===== src/rtl/mulres_unpacker.sv =====
// mulres_unpacker: buffers 256-bit multiplier results in a small FIFO and
// streams each one out as BEAT_W-bit beats, least-significant beat first.
// Also tracks multiplications still in flight, so the operand source can
// be throttled before the FIFO can overflow.
module mulres_unpacker #(
  parameter int DEPTH  = 4,
  parameter int BEAT_W = 64,
  parameter int CNT_W  = 6
) (
  input  logic                      clock,
  input  logic                      reset,
  input  logic                      issue,
  output logic                      issue_allow,
  input  logic                      in_valid,
  input  logic [255:0]              Q,
  output logic [BEAT_W-1:0]         out_data,
  output logic                      out_valid,
  input  logic                      out_ready,
  output logic                      out_last,
  output logic                      overflow,
  output logic [$clog2(DEPTH):0]    level
);

  localparam int BEATS  = 256 / BEAT_W;
  localparam int PTR_W  = $clog2(DEPTH);
  localparam int LVL_W  = $clog2(DEPTH) + 1;
  localparam int BIDX_W = (BEATS > 1) ? $clog2(BEATS) : 1;
  localparam int SUM_W  = ((CNT_W > LVL_W) ? CNT_W : LVL_W) + 1;

  localparam logic [BIDX_W-1:0] LAST_BEAT = BIDX_W'(BEATS - 1);
  localparam logic [LVL_W-1:0]  FULL_LVL  = LVL_W'(DEPTH);
  localparam logic [CNT_W-1:0]  CNT_MAX   = '1;
  localparam logic [CNT_W-1:0]  CNT_ZERO  = '0;

  // Result storage. The FIFO is only a handful of entries deep, so the head
  // is read combinationally; that lets the current beat be presented in the
  // same cycle the entry becomes the head, without a read-latency bubble.
  logic [255:0]       mem_q [DEPTH];

  logic [PTR_W-1:0]   wr_ptr_q,   wr_ptr_d;
  logic [PTR_W-1:0]   rd_ptr_q,   rd_ptr_d;
  logic [LVL_W-1:0]   level_q,    level_d;
  logic [BIDX_W-1:0]  beat_q,     beat_d;
  logic [CNT_W-1:0]   inflight_q, inflight_d;
  logic               overflow_q, overflow_d;

  logic               beat_fire;
  logic               final_pop;
  logic               push_ok;
  logic [255:0]       head;
  logic [BEAT_W-1:0]  head_beats [BEATS];
  logic [SUM_W-1:0]   commit_sum;

  // Split the head result into its beats, beat 0 being the LS slice.
  assign head = mem_q[rd_ptr_q];

  generate
    for (genvar gi = 0; gi < BEATS; gi++) begin : g_beat_slice
      assign head_beats[gi] = head[gi*BEAT_W +: BEAT_W];
    end
  endgenerate

  // Transfer handshake decode: a final-beat transfer retires the head, and
  // a full FIFO can still take a push in the cycle that frees its slot.
  always_comb begin
    beat_fire = out_valid && out_ready;
    final_pop = beat_fire && (beat_q == LAST_BEAT);
    push_ok   = in_valid && ((level_q != FULL_LVL) || final_pop);
  end

  // Next-state for pointers, occupancy and beat position.
  always_comb begin
    wr_ptr_d = wr_ptr_q;
    rd_ptr_d = rd_ptr_q;
    level_d  = level_q;
    beat_d   = beat_q;

    if (push_ok) begin
      wr_ptr_d = wr_ptr_q + PTR_W'(1);
    end
    if (final_pop) begin
      rd_ptr_d = rd_ptr_q + PTR_W'(1);
    end

    case ({push_ok, final_pop})
      2'b10:   level_d = level_q + LVL_W'(1);
      2'b01:   level_d = level_q - LVL_W'(1);
      default: level_d = level_q;
    endcase

    if (beat_fire) begin
      beat_d = (beat_q == LAST_BEAT) ? '0 : beat_q + BIDX_W'(1);
    end
  end

  // Next-state for the in-flight counter (saturating both ends) and the
  // sticky overflow flag, which latches any dropped result.
  always_comb begin
    inflight_d = inflight_q;
    case ({issue, in_valid})
      2'b10: begin
        if (inflight_q != CNT_MAX) begin
          inflight_d = inflight_q + CNT_W'(1);
        end
      end
      2'b01: begin
        if (inflight_q != CNT_ZERO) begin
          inflight_d = inflight_q - CNT_W'(1);
        end
      end
      default: inflight_d = inflight_q;
    endcase

    overflow_d = overflow_q || (in_valid && !push_ok);
  end

  // Control state register; reset wins over any concurrent issue/in_valid.
  always_ff @(posedge clock) begin
    if (reset) begin
      wr_ptr_q   <= '0;
      rd_ptr_q   <= '0;
      level_q    <= '0;
      beat_q     <= '0;
      inflight_q <= '0;
      overflow_q <= 1'b0;
    end else begin
      wr_ptr_q   <= wr_ptr_d;
      rd_ptr_q   <= rd_ptr_d;
      level_q    <= level_d;
      beat_q     <= beat_d;
      inflight_q <= inflight_d;
      overflow_q <= overflow_d;
    end
  end

  // Storage write; contents need no reset because level gates visibility.
  always_ff @(posedge clock) begin
    if (!reset && push_ok) begin
      mem_q[wr_ptr_q] <= Q;
    end
  end

  // Outputs are decoded from registered state only, so issue_allow has no
  // combinational path from issue, in_valid or out_ready.
  always_comb begin
    commit_sum  = SUM_W'(inflight_q) + SUM_W'(level_q);
    issue_allow = commit_sum < SUM_W'(DEPTH);
    out_valid   = (level_q != '0);
    out_last    = out_valid && (beat_q == LAST_BEAT);
    out_data    = out_valid ? head_beats[beat_q] : '0;
    overflow    = overflow_q;
    level       = level_q;
  end

endmodule


===== config.mk =====
export PLATFORM = sky130hd
export DESIGN_NAME = mulres_unpacker
export DESIGN_NICKNAME = d
export VERILOG_FILES = /design/src/rtl/mulres_unpacker.sv
export SDC_FILE = /design/constraint.sdc
export NUM_CORES = 1
export LEC_CHECK = 0
export ABC_AREA = 1
export CAP_MARGIN = 20
export CORE_ASPECT_RATIO = 1.4
export CORE_MARGIN = 2
export CORE_UTILIZATION = 25
export DETAILED_ROUTE_END_ITERATION = 8
export HOLD_SLACK_MARGIN = 0.03
export SLEW_MARGIN = 10
export SYNTH_ARGS = -nofsm -noshare
export SYNTH_HDL_FRONTEND = slang
export SYNTH_SLANG_ARGS = --single-unit
export TNS_END_PERCENT = 20

===== constraint.sdc =====
create_clock -name clock -period 14.7 [get_ports clock]
set_input_delay 1.47 -clock clock [delete_from_list [all_inputs] [get_ports clock]]
set_output_delay 1.47 -clock clock [all_outputs]
set_load 0.02 [all_outputs]

==> results of run 1 <==
## cells in the final DEF (no fill, tap or decap), types with 2 or more instances in the layout
cell,netlist,layout
a21oi_1,74,74
buf_12,0,2
buf_4,32,40
bufinv_16,0,13
clkbuf_1,90,21
clkbuf_16,0,105
clkdlybuf4s50_1,0,331
clkinv_1,0,23
clkinv_2,0,10
clkinv_4,0,2
clkinv_8,0,2
clkinvlp_4,0,5
dfxtp_1,18,14
dfxtp_4,0,4
diode_2,0,14
edfxtp_1,1024,1024
fa_1,2,2
ha_1,11,11
inv_1,37,34
inv_4,0,2
inv_6,0,3
inv_8,0,3
nand2_1,367,367
nand3_1,373,373
nand4_1,2,2
nor2_1,868,864
nor2_4,0,4
o211ai_1,22,22
o21ai_0,324,324
o21ai_1,115,115
xor2_1,2,2
## area by class of cell
type,instances,share of cell area
clock buffers,126,0.0535
clock inverters,60,0.0137
diodes,14,0.000693
inverters,39,0.00339
flip-flops and latches,1042,0.615
well taps,2148,0.0531
repair buffers,373,0.0722
multi-input cells,2164,0.188
## worst max-delay path: cells and delay by family, from the launching register on
kind / cells / cell delay, ns
AND/OR/NAND/NOR: 4 / 0.68
buffers and inverters: 4 / 2.82
flip-flops: 1 / 0.86
AO/OA/AOI/OAI: 2 / 0.48
## Yosys cell counts
library cell,number,share of area
xor2_1,2,0.00042
ha_1,11,0.0033
inv_2,2,0.00018
xnor2_1,1,0.00021
buf_1,37,0.0033
buf_2,57,0.0068
buf_6,4,0.0011
or3_1,1,0.00015
o21ai_1,115,0.014
edfxtp_1,1024,0.74
nor2_1,868,0.078
nand2_1,367,0.033
o21ai_0,324,0.039
dfxtp_1,18,0.0086
buf_4,32,0.0058
fa_1,2,0.00096
a21oi_1,74,0.0089
o211ai_1,22,0.0040
a311oi_1,1,0.00021
inv_1,37,0.0033
clkbuf_1,90,0.0081
o21a_1,1,0.00018
nand4_1,2,0.00030
nand3_1,373,0.045
## per-stage QoR
stage               utilization  hold WS (ns)  total power, uW  setup WS, ns
finish                    0.304         0.468             6570          7.50
global route              0.304         0.496             6810          7.09
CTS                       0.304         0.468             6660          7.40
detailed placement        0.284         0.458             3980          8.24
global placement          0.284         0.437             3970          8.25
floorplan                     -         0.436             3700          1.27
## layer usage
metal | vias up | track usage | routed length [um]
met5 | - | 0 | 402
li1 | 12800 | - | -
met2 | 891 | 0.200 | 50500
met4 | 64 | 0.0428 | 2630
met1 | 13500 | 0.196 | 55700
met3 | 221 | 0.0407 | 10500
## cells by family (layout without fill, tap and decap cells)
| kind of cell | after synthesis | after routing | synth area share |
|---|---|---|---|
| buffers and inverters | 259 | 598 | 0.0286 |
| xor gates and xnor gates | 3 | 3 | 0.000629 |
| DFF | 1042 | 1042 | 0.745 |
| AOI/OAI and AO/OA | 537 | 537 | 0.0658 |
| adders and majority gates | 13 | 13 | 0.00425 |
| and+or+nand+nor | 1611 | 1611 | 0.156 |
| other | 0 | 14 | 0 |
## report_power, final
| group | switching [uW] | total [uW] | leakage (uW) | internal, uW |
|---|---|---|---|---|
| registers | 27.6 | 3380 | 0.00945 | 3350 |
| logic | 342 | 528 | 0.00587 | 186 |
| clock network | 1130 | 2670 | 0.00164 | 1540 |
## worst min path at each step
| stage | end | depth (start not counted) | slack [ns] | from |
|---|---|---|---|---|
| final | flop | 2 | 0.47 | rd_ptr_q[1]$_SDFFE_PP0N_ |
| after global routing | flop | 2 | 0.50 | rd_ptr_q[1]$_SDFFE_PP0N_ |
| after CTS | flop | 2 | 0.47 | rd_ptr_q[1]$_SDFFE_PP0N_ |
| after detailed placement | flop | 2 | 0.46 | rd_ptr_q[1]$_SDFFE_PP0N_ |
| after global placement | flop | 2 | 0.44 | rd_ptr_q[1]$_SDFFE_PP0N_ |
| after floorplan | flop | 2 | 0.44 | rd_ptr_q[1]$_SDFFE_PP0N_ |
## registers in the layout (all words and copies together) (netlist names), named ones only
register,flops
level,3
rd_ptr_q,2
wr_ptr_q,2
mem_q,1024
inflight_q,6
overflow,1
beat_q,2
==> flow_summary_export.csv, run 1 <==
group,metric,value,unit
placement,gp_congestion,0.761,
layout,final_cell_count_no_fill,5966,
power_and_ir_drop,p_leak,0.0170,uW
die,dieArea,0.170,mm^2
layout,final_area,0.0506,mm^2
routing,drc,0,
layout,drive_gt1_frac,0.0518,
synthesis,yosysUniqueCellTypes,24,
placement,io_buffers,331,
grt,grt_usage,0.137,
cts,ctsResizeCount,0,
die,dieHeight,488,um
sta,fin_crit,7.20,ns
routing,ant_nets,0,
worst_setup_path,r2r_start,"beat_q[1]$_SDFFE_PP0P_",
placement,dp.cells,5766,
synthesis,ys_ff_latch,1042,
cts,postCtsSetupRepairBufs,0,
cts,cts-root-buf,"clkbuf_16",
layout,areaGrowthSynthToFinish,21.1,%
die,fp-row-count,177,
grt,grt_max_degree,181,
cts,cts.clk_slew.worst_paths,0.06,ns
worst_setup_path,end_kind,"output pin",
worst_setup_path,rrSetupSlack,9.60,ns
sta,relSlewSlack,0.261,
grt,grt_pass1_vias,26400,
die,core_area,0.166,mm^2
cts,cts_tree,"yes",
cts,clk_path_buf_depth,3,
routing,drt_iter0_markers,2326,
routing,via_per_inst,4.60,
layout,nets,3997,
cts,cts.sinks,1042,
worst_setup_path,worstSetupEndpoint,"out_data[32]",
grt,grt_pass1_wl,174,mm
grt,grt-ovfl-total,0,
cts,insertion_delay,0.72,ns
routing,routed_wl,120,mm
sta,setup_violations,0,
power_and_ir_drop,irDropWorstVdd,0.0000921,V
synthesis,ys_seq_area_frac,0.745,
worst_setup_path,reg2regPathDepth,10,
die,pin_count,332,
worst_setup_path,crit_path_start_kind,"flop",
sta,drv_slew,0,
worst_setup_path,cp_common_cell,"buf_4",
placement,dpl_cell_area,0.0471,mm^2
worst_setup_path,critPathMaxFanout,74,
sta,fin_skew,0.0302,ns
layout,multi_input_area,0.00950,mm^2
power_and_ir_drop,power_density,130,mW/mm^2
status,outcome,"complete, no violations",
die,die_x,349,um
routing,wl_per_cell,20.1,um
worst_setup_path,cp.required,13.23,ns
synthesis,syn_nets,3739,
placement,hpwl,69.5,mm
die,start_util,0.252,
worst_setup_path,worstReg2RegEnd,"mem_q[2][230]$_DFFE_PP_",
synthesis,syn_area_per_cell,12.1,um^2
routing,drtPass1Iterations,5,
worst_setup_path,path_cells,"buf_4 > buf_4 > buf_4 > nor2_1 > nor2_1 > o21ai_0 > nand3_1 > nand3_1 > a21oi_1 > clkdlybuf4s50_1",
grt,antenna_found_initial,55,
sta,fmaxAchievable,139,MHz
routing,num_vias,27400,
synthesis,yosys_warnings,0,
sta,hold_viol,0,
worst_setup_path,crit_arrival,5.73,ns
sta,finalCritPeriodShare,0.490,
flow_run,cap_violations,0,
layout,nFillCells,16500,
layout,seqCellArea,0.0311,mm^2
synthesis,syn_inst,3465,
worst_setup_path,criticalPathCategory,"reg2out",
cts,hold_buffers,0,
worst_setup_path,max_stage_delay,0.86,ns
worst_setup_path,cp_slowest_cell,"dfxtp_4",
cts,cts_buffers,103,
worst_hold_path,hold_class,"reg2reg",
sta,fin_setup_tns,0,ns
cts,h-tree-depth,3,
synthesis,synthesis.area,0.0418,mm^2
sta,tightest_slew,1.11,ns
sta,rsz0062_at_grt,"no",
No activity file was read; power rests on OpenSTA's default activity.
==> run 2: changes to the inputs <==
- clock period: 14.7 -> 5.85 ns (I/O delays scaled with it)
==> flow_summary_export.csv, run 2 (synthesis gave the netlist of run 1 again) <==
group,metric,value,unit
status,outcome,"complete, no violations",
die,dieArea,0.170,mm^2
cts,h-tree-depth,3,
worst_setup_path,crit_path_start_kind,"flop",
power_and_ir_drop,p_int,12800,uW
routing,drtPass1Iterations,5,
worst_setup_path,path_cells,"inv_8 > buf_4 > o21ai_0 > nand3_1 > nand3_1 > a21oi_1 > clkdlybuf4s50_1",
grt,grt_usage,0.137,
cts,cts_tree,"yes",
cts,cts-root-buf,"clkbuf_16",
layout,largest_register_ffs,1024,
flow_run,cap_violations,0,
worst_setup_path,cp_common_cell,"nand3_1",
cts,cts_buffers,105,
sta,finalCritPeriodShare,0.822,
placement,gp_congestion,0.753,
worst_setup_path,criticalPathCategory,"reg2out",
cts,postCtsSetupRepairBufs,0,
power_and_ir_drop,power_density,328,mW/mm^2
power_and_ir_drop,seq_power_share,0.508,
layout,areaGrowthSynthToFinish,22.0,%
layout,nFillCells,16500,
grt,grt_max_degree,158,
layout,regMostFlops,"mem_q",
routing,drt_iter0_markers,2119,
sta,tightest_slew,1.07,ns
power_and_ir_drop,switching_power,3890,uW
grt,grt-ovfl-total,0,
sta,hold_viol,0,
cts,cts.clk_slew.worst_paths,0.07,ns
placement,hpwl,69.8,mm
worst_setup_path,cp.required,5.27,ns
routing,wl_per_cell,20.1,um
power_and_ir_drop,irDropWorstVdd,0.000246,V
die,die_x,349,um
power_and_ir_drop,clockPowerShare,0.412,
routing,routed_wl,120,mm
sta,rsz0062_at_grt,"no",
worst_hold_path,hold_class,"in2reg",
worst_setup_path,crit_arrival,4.22,ns
power_and_ir_drop,power.share.switching,0.233,
layout,drive_gt1_frac,0.0569,
worst_setup_path,end_kind,"output pin",
grt,grt_pass1_vias,25900,
die,core_area,0.166,mm^2
sta,fin_skew,0.0301,ns
layout,layout.cells.most_common,"edfxtp_1",
power_and_ir_drop,p_leak,0.0171,uW
die,start_util,0.252,
worst_setup_path,max_stage_delay,0.94,ns
sta,relSlewSlack,0.289,
cts,clk_path_buf_depth,3,
layout,layout_common_cells,"edfxtp_1 (1,024), nor2_1 (864), nand3_1 (373), nand2_1 (367), clkdlybuf4s50_1 (331)",
grt,antenna_found_initial,58,
sta,fmaxAchievable,208,MHz
routing,num_vias,27100,
power_and_ir_drop,finalPower,16700,uW
grt,grt_pass1_wl,172,mm
power_and_ir_drop,pwr-share-comb,0.080,
die,dieHeight,488,um
routing,via_per_inst,4.54,
sta,drv_slew,0,
die,pin_count,332,
worst_setup_path,cp_slowest_cell,"clkdlybuf4s50_1",
sta,fin_crit,4.81,ns
routing,drc,0,
cts,cts.sinks,1042,
cts,insertion_delay,0.72,ns
sta,fin_setup_tns,0,ns
cts,ctsResizeCount,0,
worst_setup_path,critPathMaxFanout,157,
sta,setup_violations,0,
layout,nets,4002,
placement,io_buffers,331,
cts,hold_buffers,0,
worst_setup_path,rrSetupSlack,2.29,ns
die,fp-row-count,177,
routing,ant_nets,0,
run 2: area by class of cell:
type	count	area [um^2]	share of cell area
timing repair buffer	376	3930	0.0770
antenna	13	32.5	0.000638
inverter	39	171	0.00336
clock buffer	124	2740	0.0538
sequential	1042	31100	0.611
tap	2148	2690	0.0527
multi-input combinational	2164	9500	0.186
clock inverter	69	791	0.0155
run 2: path summary, 6_finish.rpt:
check                              start                         end  depth (start not counted)
hold reg to reg      overflow$_SDFF_PP0_         overflow$_SDFF_PP0_                          1
setup reg to reg  beat_q[1]$_SDFFE_PP0P_     mem_q[2][116]$_DFFE_PP_                          9
hold / removal                     reset  inflight_q[5]$_SDFFE_PP0P_                          2
setup / recovery                    flop                 out_data[0]                          7
run 2: per-layer routing:
metal / vias up / track usage / wire length (um)
li1: 12800 / - / -
met1: 13200 / 0.193 / 54700
met2: 835 / 0.195 / 50100
met3: 215 / 0.0509 / 12500
met4: 82 / 0.0403 / 2410
met5: - / 0 / 487
run 2: power by group through the flow:
stage	Clock [uW]	Combinational (uW)	Sequential, uW
2_1_floorplan	0	591	8670
3_3_place_gp	0	1330	8630
3_5_place_dp	0	1350	8640
4_1_cts	7060	1350	8480
5_1_grt	7330	1450	8490
6_report	6880	1340	8480
run 2: metrics by stage:
stage / cells / hold WS, ns / worst slack (ns) / cell area [um^2] / utilization
2_1_floorplan: 3465 / 0.436 / -2.67 / 41800 / -
3_3_place_gp: 5769 / 0.451 / 1.86 / 47400 / 0.285
3_5_place_dp: 5769 / 0.463 / 1.84 / 47400 / 0.285
4_1_cts: 5962 / 0.351 / 0.999 / 50900 / 0.307
5_1_grt: 5965 / 0.405 / 0.773 / 51000 / 0.307
6_report: 5975 / 0.444 / 1.04 / 51000 / 0.307
run 2: critical path, delay by kind of cell, from the launching register on:
| family | cells | cell delay, ns |
|---|---|---|
| buf+inv | 3 | 2.06 |
| flops | 1 | 0.54 |
| compound gates | 2 | 0.33 |
| simple gates | 2 | 0.24 |
